$ cat config.mk
export PLATFORM = sky130hd
export DESIGN_NAME = demux_8para8
export DESIGN_NICKNAME = d
export VERILOG_FILES = /design/src/rtl/demux_8para8.sv
export SDC_FILE = /design/constraint.sdc
export NUM_CORES = 1
export LEC_CHECK = 0
export BUFFER_PORTS_ARGS = -buffer_cell sky130_fd_sc_hd__buf_2
export CORE_UTILIZATION = 47
export DETAILED_ROUTE_END_ITERATION = 16
export PLACE_DENSITY_LB_ADDON = 0.08
export SLEW_MARGIN = 20
export SYNTH_ARGS = -nofsm -noshare
export SYNTH_HDL_FRONTEND = slang
export SYNTH_SLANG_ARGS = --single-unit
export TNS_END_PERCENT = 5
$ cat constraint.sdc
create_clock -name clk -period 2.4 [get_ports clk]
set_input_delay 0.36 -clock clk [delete_from_list [all_inputs] [get_ports clk]]
set_output_delay 0.36 -clock clk [all_outputs]
set_load 0.05 [all_outputs]
$ cat src/rtl/demux_8para8.sv
// 1-to-2 registered demultiplexer with valid/ready handshakes on all ports.
// Define DEMUX_COUNT_EN to add the cnt_a/cnt_b delivered-word counters.

module demux_8para8_slot #(
    parameter int WIDTH = 8
) (
    input  logic             clk,
    input  logic             rst_n,
    input  logic             load,
    input  logic [WIDTH-1:0] din,
    input  logic             rdy,
    output logic [WIDTH-1:0] q,
    output logic             vld
`ifdef DEMUX_COUNT_EN
    ,
    output logic [7:0]       cnt
`endif
);

    // A load in the same cycle as a delivery takes priority, so full stays set.
    always_ff @(posedge clk or negedge rst_n) begin
        if (!rst_n) begin
            q   <= '0;
            vld <= 1'b0;
        end else if (load) begin
            q   <= din;
            vld <= 1'b1;
        end else if (vld && rdy) begin
            vld <= 1'b0;
        end
    end

`ifdef DEMUX_COUNT_EN
    always_ff @(posedge clk or negedge rst_n) begin
        if (!rst_n)
            cnt <= '0;
        else if (vld && rdy)
            cnt <= cnt + 8'd1;
    end
`endif

endmodule

module demux_8para8 #(
    parameter int WIDTH = 8
) (
    input  logic             clk,
    input  logic             rst_n,
    input  logic [WIDTH-1:0] e,
    input  logic             e_valid,
    output logic             e_ready,
    input  logic             slct,
    output logic [WIDTH-1:0] sa,
    output logic             sa_valid,
    input  logic             sa_ready,
    output logic [WIDTH-1:0] sb,
    output logic             sb_valid,
    input  logic             sb_ready
`ifdef DEMUX_COUNT_EN
    ,
    output logic [7:0]       cnt_a,
    output logic [7:0]       cnt_b
`endif
);

    localparam int NUM_LANES = 2;

    logic [NUM_LANES-1:0][WIDTH-1:0] q;
    logic [NUM_LANES-1:0]            vld;
    logic [NUM_LANES-1:0]            rdy;
    logic [NUM_LANES-1:0]            load;
    logic [NUM_LANES-1:0]            lane_free;
    logic                            accept;
`ifdef DEMUX_COUNT_EN
    logic [NUM_LANES-1:0][7:0]       cnt;
`endif

    assign rdy       = {sb_ready, sa_ready};
    // A lane can take a word if empty or if its current word leaves this cycle.
    assign lane_free = ~vld | rdy;
    assign e_ready   = lane_free[slct];
    assign accept    = e_valid && e_ready;
    assign load      = {accept && slct, accept && !slct};

    for (genvar g = 0; g < NUM_LANES; g++) begin : g_lane
        demux_8para8_slot #(.WIDTH(WIDTH)) u_slot (
            .clk   (clk),
            .rst_n (rst_n),
            .load  (load[g]),
            .din   (e),
            .rdy   (rdy[g]),
            .q     (q[g]),
            .vld   (vld[g])
`ifdef DEMUX_COUNT_EN
            ,
            .cnt   (cnt[g])
`endif
        );
    end

    assign sa       = q[0];
    assign sb       = q[1];
    assign sa_valid = vld[0];
    assign sb_valid = vld[1];
`ifdef DEMUX_COUNT_EN
    assign cnt_a    = cnt[0];
    assign cnt_b    = cnt[1];
`endif

endmodule
# Yosys cells after proc, flatten, opt, wreduce, memory -nomap -nowiden
# Cells that the tools add are included.
# op_classes
n_addsub,0
n_mul,0
n_div,0
magnitude_cmp,1
n_eq_ne,0
shifts,0
mux,6
bitwise_logic,2
n_reduce_logical,8
# ops
op,n
$mux 1,6
$logic_and 1x1->1,5
$reduce_bool 2->1,2
$lt 1x2->1 const B,1
$not 2->2,1
$or 2x2->2,1
$logic_not 1->1,1
# word_totals
register_bits,18
latch_bits,0
ramBits,0
mem_bits_ro,0
in_bits,14
out_inout_bits,19
n_memories,0

# Depth between registers and ports, before layout
# Gate-level depths: netlist of the first run.
# logic_depth
word_depth,7
mapped_depth,3

# Cells and area by module
# A second synthesis of the first run with hierarchy kept.
# unflattened
hier_cells,47
hier_area_um2,783.3
# modules_own_cells
module,n_inst,cells_each,area_each_um2
demux_8para8_slot,2,20,369.1
demux_8para8,1,7,45.0

# Least setup slack after synthesis of the first run
# OpenSTA, ideal clock, no wires.
# synth_timing
path_type,flip-flop to output port
startpoint,reg g_lane[1].u_slot.vld
endpoint,out e_ready
arrival_ns,1.594
required_ns,2.040
path_slack_ns,0.446
path_stages_with_launch,3
cell_sequence,dfrtp_1 > nor2b_1 > a21oi_1
# synth_between
elab_chain_cells,4
# synth_lines
element,line_no,rtl
start: declaration,13,output logic vld
start signal: assignment,24,vld <= 1'b0;
start signal: assignment,27,vld <= 1'b1;
start signal: assignment,29,vld <= 1'b0;
$not 2->2,80,assign lane_free = ~vld | rdy;
$or 2x2->2,80,
$mux 1 (implied by the code) (2 in a row),81,assign e_ready = lane_free[slct];
end: declaration,51,"output logic e_ready,"
# No other way between the ends. The select of a mux whose other input is x is not followed.

# Worst setup path in the final report of the first run
# Same ends and word-level chain as after synthesis.

==> results of run 1 <==
## worst reg2reg max path, cell delays in order (launching register included)
cell and delay (ns):
dfrtp_1 0.40, nand2b_2 0.08, nor3b_4 0.41, mux2_2 0.39
## repair_timing
action                                  4_1_cts  5_1_grt
hold buffers                                  1        0
hold endpoints to repair                     18        0
endpoints found under the setup margin        0        0
## metrics by stage
step	util (%)	hold slack [ns]	cells	total power [µW]	cell area [µm²]
after CTS	68.8	0.306	96	904	928
after detailed placement	65.3	0.307	91	722	882
after global placement	65.3	0.308	91	718	882
final	68.8	0.311	96	894	928
after global routing	68.8	0.295	96	943	928
after floorplan	-	0.0644	44	638	703
## sequential cells by signal, indices dropped and copies added, names as in the netlist
| signal | flops |
|---|---|
| g_lane.u_slot.q | 16 |
| g_lane.u_slot.vld | 2 |
## routing by layer
| metal | vias up | wire length (µm) |
|---|---|---|
| met2 | 19 | 583 |
| met4 | 0 | 0 |
| met5 | - | 0 |
| li1 | 228 | - |
| met3 | 0 | 61 |
| met1 | 225 | 541 |
## synthesized netlist by cell type
cell type / number
mux2_2: 16
nor2_1: 1
nand2b_1: 1
nand2_1: 1
nand2b_2: 1
nor2_4: 1
dfrtp_1: 18
nor2b_1: 1
a21oi_1: 1
o21ai_0: 1
inv_1: 1
nor3b_4: 1
## worst min-delay path by stage
stage / startpoint / end / cells after the start
detailed placement: rst_n / g_lane[0].u_slot.vld$_DFFE_PN0P_ / 1
finish: e[2] / g_lane[1].u_slot.q[2]$_DFFE_PN0P_ / 2
floorplan: rst_n / g_lane[0].u_slot.q[0]$_DFFE_PN0P_ / 0
global placement: rst_n / g_lane[1].u_slot.q[4]$_DFFE_PN0P_ / 1
CTS: e[1] / g_lane[1].u_slot.q[1]$_DFFE_PN0P_ / 2
global route: e[1] / g_lane[0].u_slot.q[1]$_DFFE_PN0P_ / 2
## cell usage in the layout (no fill, tap or decap)
cell,count
o21ai_0,1
nand2b_1,1
clkbuf_8,1
clkbuf_4,3
buf_2,32
inv_1,1
nor2_4,1
a21oi_1,1
dlygate4sd3_1,1
mux2_2,16
nand2b_2,1
nor2_1,1
nor3b_4,1
nand2_1,1
dfrtp_1,18
nor2b_1,1
## power breakdown
part	leakage (µW)	switching, µW	total, µW	internal [µW]
Clock	0.0000210	88.1	180	92.2
Combinational	0.000220	246	336	90.3
Sequential	0.000212	23.1	378	355
## cells by family after synthesis
| group | Yosys count | share of synthesized area [%] |
|---|---|---|
| buffers and inverters | 1 | 0.533 |
| AND/OR/NAND/NOR | 7 | 8.36 |
| multiplexers | 16 | 25.6 |
| flip-flops | 18 | 64.1 |
| AO/OA/AOI/OAI | 2 | 1.42 |
## cell type report
class | count | area share, %
clock buffer | 4 | 3.91
inverter | 1 | 0.404
tap | 15 | 2.02
multi-input combinational | 25 | 26.8
sequential | 18 | 48.5
timing repair buffer | 33 | 18.3
==> results, run 1 <==
- Adding up every negative setup slack in the final design gives 0 ns.
- In the routed design, unresolved DRC markers number 0.
- The sequential cell area is 450 µm².
- The cell at the slowest stage of the critical path is dfrtp_1.
- The worst setup path endpoint is e_ready.
- Max-cap violations in this run came to 0.
- The pre-CTS setup slack is 0.896 ns.
- By area the synthesized netlist is led by dfrtp_1, mux2_2, nor3b_4.
- The clock network latency to the later pin of the worst-skew pair is 0.28 ns.
- The worst setup path is of the register to primary output kind.
- The clock drives 18 sinks.
- The share of layout cells above drive strength 1 is 67.9%.
- In this run the clock root is driven by a clkbuf_4.
- The post-layout minimum cycle time is 1.66 ns.
- Summing all multi-input logic gate instances after layout gives 249 µm².
- STA classifies the critical path startpoint as a register.
- The end of the worst register-to-register path is g_lane[0].u_slot.q[4]$_DFFE_PN0P_.
- Sequential cells were found to cover 64.1% of the synthesized design area.
- STA classifies the critical path endpoint as a primary output.
- The area share of the largest cell type after synthesis is 64.1%.
- The detailed-placement wirelength estimate is 871 µm.
- The cell area after technology mapping is 703 µm².
- The final critical-path share of the clock period is 69.1%.
- After filler insertion, the fill cell instance count of the layout stands at 103.
- The smallest setup slack after layout is 0.742 ns.
- The per-cell via count in the routed design is 4.92.
- The sum of routed wire length over all layers is 1190 µm.
- In this run the mean area of a mapped cell was 16.0 µm².
- The count of unique library cells instantiated by Yosys is 12.
- In the final design database the tool counted 96 nets.
- The ratio of total power to cell area is 963 mW/mm².
- Global routing used 16.3% of the available tracks across all layers.
- The highest clock rate is 0.603 GHz.
- The run finished with clean final reports.
- The global-route wire length before repair is 1700 µm.
- Global routing consumed, on the met1 layer, 17.5% of the routing resources.
- The die is 40.7 µm tall.
- Measured against its own limit, the worst slew margin works out to 70.5%.
- Relative to the synthesized area, the layout overhead comes to 32.0%.
- The initialized floorplan defines 13 standard-cell rows.
- Setup repair after global routing left no endpoint under its margin.
- The startpoint identified for the worst register-to-register timing path is g_lane[0].u_slot.vld$_DFFE_PN0P_.
- For this block, the via count after detailed routing is 472.
- On the worst path, the slowest cell contributes a delay of 0.36 ns.
- Counting every net in the synthesized netlist gives 58.
- The maximum number of pins on one net before global-route repair is 19.
- The die is 40.7 µm wide.
- The warning count from the yosys run is 0.
- The hold violation total from the final report was 0.
- The area of the core region is 0.00135 mm².
- Summed over all cells, the static leakage comes to 0.000454 µW.
- The antenna diode count is 0.
- TritonCTS built the clock tree.
- In this run the worst path has a maximum fanout of 3.
- Buffers inserted during clock tree synthesis total 3.
- The arrival time at the worst endpoint is 1.30 ns.
- Setup violations remaining at the end of the flow were counted as 0.
- In this run the worst hold path is classified as primary input to register.
- The largest delay contributor family on the critical path is flip-flops.
- The number of max-slew violations in the final report came to 0.
- The routed wire length per instance is 12.4 µm.
- The number of cells on the worst reg-to-reg path is 3.
- The clock tree skew after final layout is 0.00316 ns.
- The slew of the pin with the lowest slew margin is 0.441 ns.
- Synthesis produced 44 cells.
- Counting along the longest clock path gives a buffer depth of 2.
- The global-route met2 utilization is 29.0%.
- The post-CTS resize count is 0.
- Global routing finished with a remaining overflow of 0.
- Once the clock tree was built, the setup fixing pass inserted 0 buffers.
- The final antenna-violating net count is 0.
- met2 is the most crowded layer.
- 33 I/O pins were placed.
- The congestion estimate from routability-driven global placement came to 0.601.
- Once the floorplan was initialized, standard cells occupied 52.1% of the core.
- After clock tree synthesis, the clock-pin slew on the worst setup and hold paths is 0.10 ns.
- Buffers placed on the I/O ports in this run total 32.
- Across the VDD grid, the largest voltage drop is 526 µV.
- The via count of the first global-routing pass is 421.
- The critical path runs through a total of 3 cells.
- Global routing consumed, on the met3 layer, 4.89% of the routing resources.
- Together, buffers and inverters on the worst path number 1.
- For flop-to-flop paths, the worst setup slack is 1.01 ns.
- The signal on the critical path passes through nor2b_1 -> a21oi_1 -> buf_2.
- CTS built an H-tree with a depth of 1.
- The number of design-rule violations left by the first detailed-router iteration is 3.
- The required arrival time at the worst endpoint is 2.04 ns.
- The startpoint of the most critical setup path is g_lane[1].u_slot.vld$_DFFE_PN0P_.
- The number of antenna violations at the first check in global routing came to 0.
- The floorplan step defined a die boundary enclosing 0.00165 mm².
- In this run, synthesis produced a sequential element count of 18.
- The synthesized design spends more area on one cell type than any other, namely dfrtp_1.
- The number of optimization iterations in the first detailed-route pass is 2.
Power figures use the tool's default switching activity.
==> run 2: changes to the inputs <==
--- a/config.mk
+++ b/config.mk
@@ -5,8 +5,9 @@
 export SDC_FILE = /design/constraint.sdc
 export NUM_CORES = 1
 export LEC_CHECK = 0
+export ABC_AREA = 1
 export BUFFER_PORTS_ARGS = -buffer_cell sky130_fd_sc_hd__buf_2
-export CORE_UTILIZATION = 47
+export CORE_UTILIZATION = 41
 export DETAILED_ROUTE_END_ITERATION = 16
 export PLACE_DENSITY_LB_ADDON = 0.08
 export SLEW_MARGIN = 20
==> constraint.sdc (replaced) <==
create_clock -name clk -period 1.3 [get_ports clk]
set_input_delay 0.195 -clock clk [delete_from_list [all_inputs] [get_ports clk]]
set_output_delay 0.195 -clock clk [all_outputs]
set_load 0.05 [all_outputs]
==> run 2 against run 1 <==
Critical path depth is 1 higher; final cell count is 49% higher; via count is 48% higher; largest power group unchanged; highest routed layer is now met4.
==> results, run 2 <==
- The effective utilization at floorplan came to 45.2% (was 52.1%).
- The clock sink count came to 18 (unchanged).
- The register-to-register path setup slack is 0.17 ns (was 1.01 ns).
- The number of buffers added by the clock tree synthesis step is 3 (unchanged).
- The synthesized netlist net count came to 97 (was 58).
- Setup repair after global routing missed its margin: true (was false).
- The most area-hungry cell type in the Yosys netlist was dfrtp_1 (unchanged).
- The cell area after technology mapping was 806 µm² (was 703 µm²).
- The clock network fraction of design power is 17.3% (was 20.2%).
- The cell count after synthesis is 83 (was 44).
- The slew of the pin with the lowest slew margin is 0.397 ns (was 0.441 ns).
- The hold violation total from the final report was 0 (unchanged).
- The endpoint kind of the worst setup timing path is a primary output (unchanged).
- Status: completed (unchanged).
- Top cells by area, synth: dfrtp_1, nand2_1, nand4_1 (was dfrtp_1, mux2_2, nor3b_4).
- The post-layout minimum cycle time is 1.28 ns.
- The sort of element at the start of the critical path is a register (unchanged).
- Synth cell count leaders: nand2_1, dfrtp_1, nand4_1 (was dfrtp_1, mux2_2).
- The global-route wire length before repair is 2620 µm (was 1700 µm).
- The maximum number of pins on one net before global-route repair is 19 (unchanged).
- The arrival time at the worst endpoint is 1.08 ns (was 1.30 ns).
- The final-report setup violation count is 0 (unchanged).
- The root buffer selected by CTS was clkbuf_4 (unchanged).
- The layout-stage area growth over the synthesis result was 27.2% (was 32.0%).
- The final total negative setup slack is 0 ns (unchanged).
- The final estimated routing congestion in global placement is 0.749 (was 0.601).
- The most frequently used flop master after synthesis is dfrtp_1 (unchanged).
- The number of I/O pins is 33 (unchanged).
- The number of I/O port buffers was 32 (unchanged).
- The clock tree from TritonCTS is built (unchanged).
- The fraction of synthesis flops using an asynchronous set or reset pin was 100% (unchanged).
- The detailed-placement wirelength estimate is 1250 µm (was 871 µm).
- The number of nets in the layout is 134 (was 96).
- The via count of the first global-routing pass is 611 (was 421).
- The type of the worst setup path is register to primary output (unchanged).
- The routed wire length per instance is 12.0 µm (was 12.4 µm).
- The maximum buffer depth of the clock tree was 2 (unchanged).
- The area share of the largest cell type after synthesis came to 55.9% (was 64.1%).
- The count of unique library cells instantiated by Yosys came to 10 (was 12).
- The reported leakage power is 0.000582 µW (was 0.000454 µW).
- The number of max-slew violations in the final report is 0 (unchanged).
- The leading cell type by number of instances after synthesis is nand2_1 (was dfrtp_1).
- The path category of the worst min-delay check was primary input to register (unchanged).
- The number of optimization iterations in the first detailed-route pass was 3 (was 2).
- The flip-flop count of the largest register, all copies and words added is 16 (unchanged).
- The final antenna-violating net count is 0 (unchanged).
- The number of maximum-capacitance violations was 0 (unchanged).
- The number of design-rule violations left by the first detailed-router iteration is 7 (was 3).
- The clock-pin transition on the worst setup and hold timing paths is 0.10 ns (about the same).
- The switching component of the power is 665 µW (was 357 µW).
- The share of layout cells above drive strength 1 is 40.7% (was 67.9%).
- Most frequent cells in the layout: nand2_1, buf_2, nand4_1, dfrtp_1, buf_4 (was buf_2, dfrtp_1, mux2_2).
- The ratio of total power to cell area is 1520 mW/mm² (was 963 mW/mm²).
- The die outline area is 0.00215 mm² (was 0.00165 mm²).
- The register containing the most flip-flops in the final layout was g_lane.u_slot.q (unchanged).
- The worst-case vdd ir drop is 778 µV (was 526 µV).
- The proportion of power drawn by combinational gates is 38.7% (was 37.6%).
- The global-route congestion overflow total is 0 (unchanged).
- The number of register bits inferred by synthesis is 18 (unchanged).
- The register share of total power is 44.1% (was 42.3%).
- The detailed-route DRC error count came to 0 (unchanged).
- The mean post-synth cell area came to 9.71 µm² (was 16.0 µm²).
- The number of antenna violations at the first check in global routing is 0 (unchanged).
- The antenna diode count is 0 (unchanged).
- The width of the chip is 46.3 µm (was 40.7 µm).
- The instance area at placement is 967 µm² (was 882 µm²).
- The combined global-route utilization of all metal layers came to 18.1% (was 16.3%).
- The area of the core region is 0.00178 mm² (was 0.00135 mm²).
- The final critical-path share of the clock period is 98.1%.
- For this run, the top clock speed supported by timing is 0.784 GHz.
- The overall via count from detail_route came to 698 (was 472).
- The floorplan die height is 46.3 µm (was 40.7 µm).
- The fraction of the yosys area taken by sequential cells is 55.9% (was 64.1%).
- The per-cell via count in the routed design is 4.88 (was 4.92).
- The clock network latency to the later pin of the worst-skew pair was 0.28 ns (about the same).
- The number of inserted filler cells in the final layout is 186 (was 103).
- The commonest non-fill, non-tap cell in the layout is nand2_1 (was buf_2).
- The tightest slew margin relative to the limit is 73.5% (was 70.5%).
- The clock tree skew after final layout is 0.000240 ns (was 0.00316 ns).
- The number of flops mapped to enable cells by yosys was 0 (unchanged).
- The highest net fanout along the worst path came to 2 (was 3).
- The required arrival time at the worst endpoint was 1.11 ns (was 2.04 ns).
- The fraction of power spent switching nets is 42.7% (was 39.9%).
- The internal power is 892 µW (was 537 µW).
- The sum of routed wire length over all layers came to 1710 µm (was 1190 µm).
- The number of placement rows came to 15 (was 13).
- The number of levels the H-tree was split into is 1 (unchanged).
- The summed area of non-filler cells in the final layout is 0.00102 mm² (was 928 µm²).
- Top Registers: g_lane.u_slot.q x16, g_lane.u_slot.vld x2 (unchanged).
- The warning count from the yosys run is 0 (unchanged).
## run 2: cell count changes in the layout (fill, tap and decap cells not counted), sizes merged, moves of 4 or more
cell	change
nand2	+38
nand4	+16
mux2	-16
buf	+4
## run 2: path summary, 6_finish.rpt
path,startpoint,end,depth (start not counted)
setup / recovery,g_lane[1].u_slot.vld$_DFFE_PN0P_,e_ready,4
hold / removal,e[2],g_lane[1].u_slot.q[2]$_DFFE_PN0P_,3
setup reg to reg,g_lane[0].u_slot.vld$_DFFE_PN0P_,g_lane[0].u_slot.q[4]$_DFFE_PN0P_,6
hold reg to reg,g_lane[0].u_slot.q[2]$_DFFE_PN0P_,g_lane[0].u_slot.q[2]$_DFFE_PN0P_,2
max in group asynchronous,rst_n,g_lane[0].u_slot.vld$_DFFE_PN0P_,2
min in group asynchronous,rst_n,g_lane[1].u_slot.q[3]$_DFFE_PN0P_,2
## run 2: power by group through the flow
stage	clock network (µW)	registers [µW]	logic, µW
6_report	269	686	602
5_1_grt	316	698	640
4_1_cts	290	688	606
3_5_place_dp	0	697	591
3_3_place_gp	0	694	588
2_1_floorplan	0	1010	142
## run 2: area by class of cell
type                            instances  area [µm²]  share of cell area (%)
Tap cell                               25        31.3                    3.05
Sequential cell                        18         453                    44.2
Inverter                                3        11.3                    1.10
Clock buffer                            3        22.5                    2.20
Multi-Input combinational cell         57         297                    28.9
Timing Repair Buffer                   37         210                    20.5
## run 2: layer usage
metal | vias up | GRT usage [%] | wire [µm]
li1 | 352 | - | -
met1 | 318 | 20.8 | 791
met2 | 26 | 28.1 | 815
met3 | 2 | 6.27 | 90
met4 | 0 | 12.4 | 12
met5 | - | 0 | 0
## run 2: metrics by stage
stage	setup WS, ns	utilization (%)	std cells	total power [µW]	hold WS [ns]
CTS	0.00784	57.5	143	1580	0.149
global route	-0.0462	57.5	143	1650	0.148
finish	0.0248	57.5	143	1560	0.163
global placement	0.233	54.2	138	1280	0.142
detailed placement	0.198	54.2	138	1290	0.147
floorplan	0.0457	-	83	1150	-0.101
## run 2: worst max-delay path, cell delays in order (launching register included)
cell and delay, ns:
dfrtp_2 0.42, nand2_2 0.08, nand2_2 0.06, nand2_2 0.09
buf_8 0.14
## run 2: kinds of logic after synthesis
logic type	after synthesis	share of synthesized area, %
DFF	18	55.9
buffers and inverters	8	8.54
and+or+nand+nor	57	35.6
## run 2: timing repair
action / CTS / global route
endpoints found under the setup margin: 1 / 1
buffers inserted: 1 / 0
hold buffers: 1 / 0
resized for setup: 5 / 0
pin swaps: 2 / 2
endpoints found under the hold margin: 18 / 0
==> run 3: changes to the inputs <==
--- a/config.mk
+++ b/config.mk
@@ -10,6 +10,8 @@
 export CORE_UTILIZATION = 41
 export DETAILED_ROUTE_END_ITERATION = 16
 export PLACE_DENSITY_LB_ADDON = 0.08
+export RECOVER_POWER = 100
+export REMOVE_ABC_BUFFERS = 1
 export SLEW_MARGIN = 20
 export SYNTH_ARGS = -nofsm -noshare
 export SYNTH_HDL_FRONTEND = slang
==> run 3 against run 2 <==
Fmax rose by 1.7%; flip-flop and latch count did not move; wire length fell by 4.9%; design area fell by 0.85%; via count rose by 0.72%; clock power fell by 3%; hold slack improved by 0.0077 ns; power fell by 0.98%; critical path type unchanged; highest routed layer unchanged.
==> results, run 3 (synthesis gave the netlist of run 2 again) <==
- Status: completed (unchanged).
- The detailed-route DRC error count is 0 (unchanged).
- The highest clock rate is 0.798 GHz (was 0.784 GHz).
- The layout-stage area growth over the synthesis result came to 26.1% (was 27.2%).
- The number of buffers added by the clock tree synthesis step is 3 (unchanged).
- The via count of the first global-routing pass came to 617 (was 611).
- The highest net fanout along the worst path is 4 (was 2).
- The path category of the worst min-delay check is primary input to register (unchanged).
- The minimum hold slack was 0.171 ns (was 0.163 ns).
- The number of I/O pins was 33 (unchanged).
- The global-route congestion overflow total is 0 (unchanged).
- Top Registers: g_lane.u_slot.q x16, g_lane.u_slot.vld x2 (unchanged).
- The combined global-route utilization of all metal layers was 17.1% (was 18.1%).
- The end-of-flow core utilization came to 57.0% (was 57.5%).
- The number of levels the H-tree was split into is 1 (unchanged).
- The clock tree from TritonCTS is built (unchanged).
- The maximum buffer depth of the clock tree is 2 (unchanged).
- The post-layout minimum cycle time is 1.25 ns (was 1.28 ns).
- Setup repair after global routing missed its margin: false (was true).
- The tightest slew margin relative to the limit came to 70.7% (was 73.5%).
- The clock network latency to the later pin of the worst-skew pair was 0.27 ns (was 0.28 ns).
- The number of placement rows is 15 (unchanged).
- The per-cell via count in the routed design is 4.85 (was 4.88).
- The ratio of total power to cell area came to 1520 mW/mm² (about the same).
- The sum of routed wire length over all layers is 1630 µm (was 1710 µm).
- The type of the worst setup path is register to primary output (unchanged).
- The antenna diode count is 0 (unchanged).
- The worst-case vdd ir drop is 845 µV (was 778 µV).
- The floorplan die height is 46.3 µm (unchanged).
- The detailed-placement wirelength estimate came to 1220 µm (was 1250 µm).
- The root buffer selected by CTS was clkbuf_4 (unchanged).
- The number of design-rule violations left by the first detailed-router iteration was 7 (unchanged).
- The share of layout cells above drive strength 1 is 40.0% (was 40.7%).
- The cell count after placement is 138 (unchanged).
- The required arrival time at the worst endpoint is 1.11 ns (about the same).
- The final critical-path share of the clock period came to 96.4% (was 98.1%).
- The number of maximum-capacitance violations was 0 (unchanged).
- The maximum number of pins on one net before global-route repair is 19 (unchanged).
- The overall via count from detail_route is 703 (was 698).
- The die outline area is 0.00215 mm² (unchanged).
- The clock sink count is 18 (unchanged).
- The pre-CTS setup slack is 0.238 ns (was 0.198 ns).
- The clock tree skew after final layout is 0.000725 ns (was 0.000240 ns).
- The hold violation total from the final report is 0 (unchanged).
- The area of the core region is 0.00178 mm² (unchanged).
- The commonest non-fill, non-tap cell in the layout is nand2_1 (unchanged).
- The overall power consumption is 1540 µW (was 1560 µW).
- The final-report setup violation count came to 0 (unchanged).
- The arrival time at the worst endpoint is 1.06 ns (was 1.08 ns).
- The smallest setup slack after layout was 0.0467 ns (was 0.0248 ns).
- The number of nets in the layout is 136 (was 134).
- The global-route wire length before repair came to 2590 µm (was 2620 µm).
- The endpoint kind of the worst setup timing path was a primary output (unchanged).
- The effective utilization at floorplan is 45.2% (unchanged).
- Most frequent cells in the layout: nand2_1, clkbuf_2, dfrtp_1 (was nand2_1, buf_2, nand4_1, dfrtp_1, buf_4).
- The filler-free cell count of the finished design was 145 (was 143).
- The clock-pin transition on the worst setup and hold timing paths is 0.10 ns (about the same).
- The reported leakage power is 0.000588 µW (was 0.000582 µW).
- The sort of element at the start of the critical path is a register (unchanged).
- The flip-flop count of the largest register, all copies and words added is 16 (unchanged).
- The number of I/O port buffers is 32 (unchanged).
- The width of the chip was 46.3 µm (unchanged).
- The number of max-slew violations in the final report came to 0 (unchanged).
- The routed wire length per instance came to 11.2 µm (was 12.0 µm).
- The number of antenna violations at the first check in global routing was 0 (unchanged).
- The final estimated routing congestion in global placement is 0.735 (was 0.749).
- The slew of the pin with the lowest slew margin is 0.439 ns (was 0.397 ns).
- The final antenna-violating net count was 0 (unchanged).
- The number of optimization iterations in the first detailed-route pass is 4 (was 3).
- The register containing the most flip-flops in the final layout was g_lane.u_slot.q (unchanged).
-- run 3: routing by layer --
layer,share of wire (%),vias up,global-route usage [%]
li1,-,357,-
met1,47,318,23.0
met2,46,26,27.2
met3,6.1,2,3.92
met4,0.74,0,5.29
met5,0,-,0
-- run 3: what timing repair did --
item	in CTS	in global routing
pin swaps	1	2
resized for setup	2	3
endpoints found under the setup margin	1	1
hold buffers	1	0
buffers inserted	0	3
endpoints found under the hold margin	18	0
-- run 3: path summary, 6_finish.rpt --
check / startpoint / to / slack [ns] / depth (start not counted)
max in group asynchronous: rst_n / g_lane[1].u_slot.q[0]$_DFFE_PN0P_ / 0.61 / 2
min reg2reg: g_lane[1].u_slot.q[6]$_DFFE_PN0P_ / g_lane[1].u_slot.q[6]$_DFFE_PN0P_ / 0.48 / 2
max: g_lane[0].u_slot.vld$_DFFE_PN0P_ / e_ready / 0.05 / 4
min in group asynchronous: rst_n / g_lane[0].u_slot.q[3]$_DFFE_PN0P_ / 0.38 / 2
min: e[2] / g_lane[0].u_slot.q[2]$_DFFE_PN0P_ / 0.17 / 3
max reg2reg: g_lane[0].u_slot.vld$_DFFE_PN0P_ / g_lane[0].u_slot.q[0]$_DFFE_PN0P_ / 0.11 / 6
-- run 3: power breakdown --
part           switching [µW]  internal (µW)  total, µW
logic                     459            135        594
registers                43.7            644        688
clock network             153            107        260
total                     655            886       1540
-- run 3: area by class of cell --
class / count / area, µm²
tap: 25 / 31.3
sequential: 18 / 450
timing repair buffer: 39 / 219
fill: 187 / 767
clock buffer: 3 / 22.5
multi-input combinational: 57 / 282
inverter: 3 / 11.3
-- run 3: through the flow --
stage | instance area (µm²) | setup TNS, ns
after global routing | 1020 | 0
final | 1020 | 0
after detailed placement | 962 | 0
after floorplan | 748 | -0.123
after global placement | 962 | 0
after CTS | 1000 | 0
-- run 3: critical path, cell delays in order (launching register included) --
cell and delay, ns:
dfrtp_1 0.42, nand2_4 0.09, nand2_2 0.05, nand2_2 0.07, buf_6 0.15
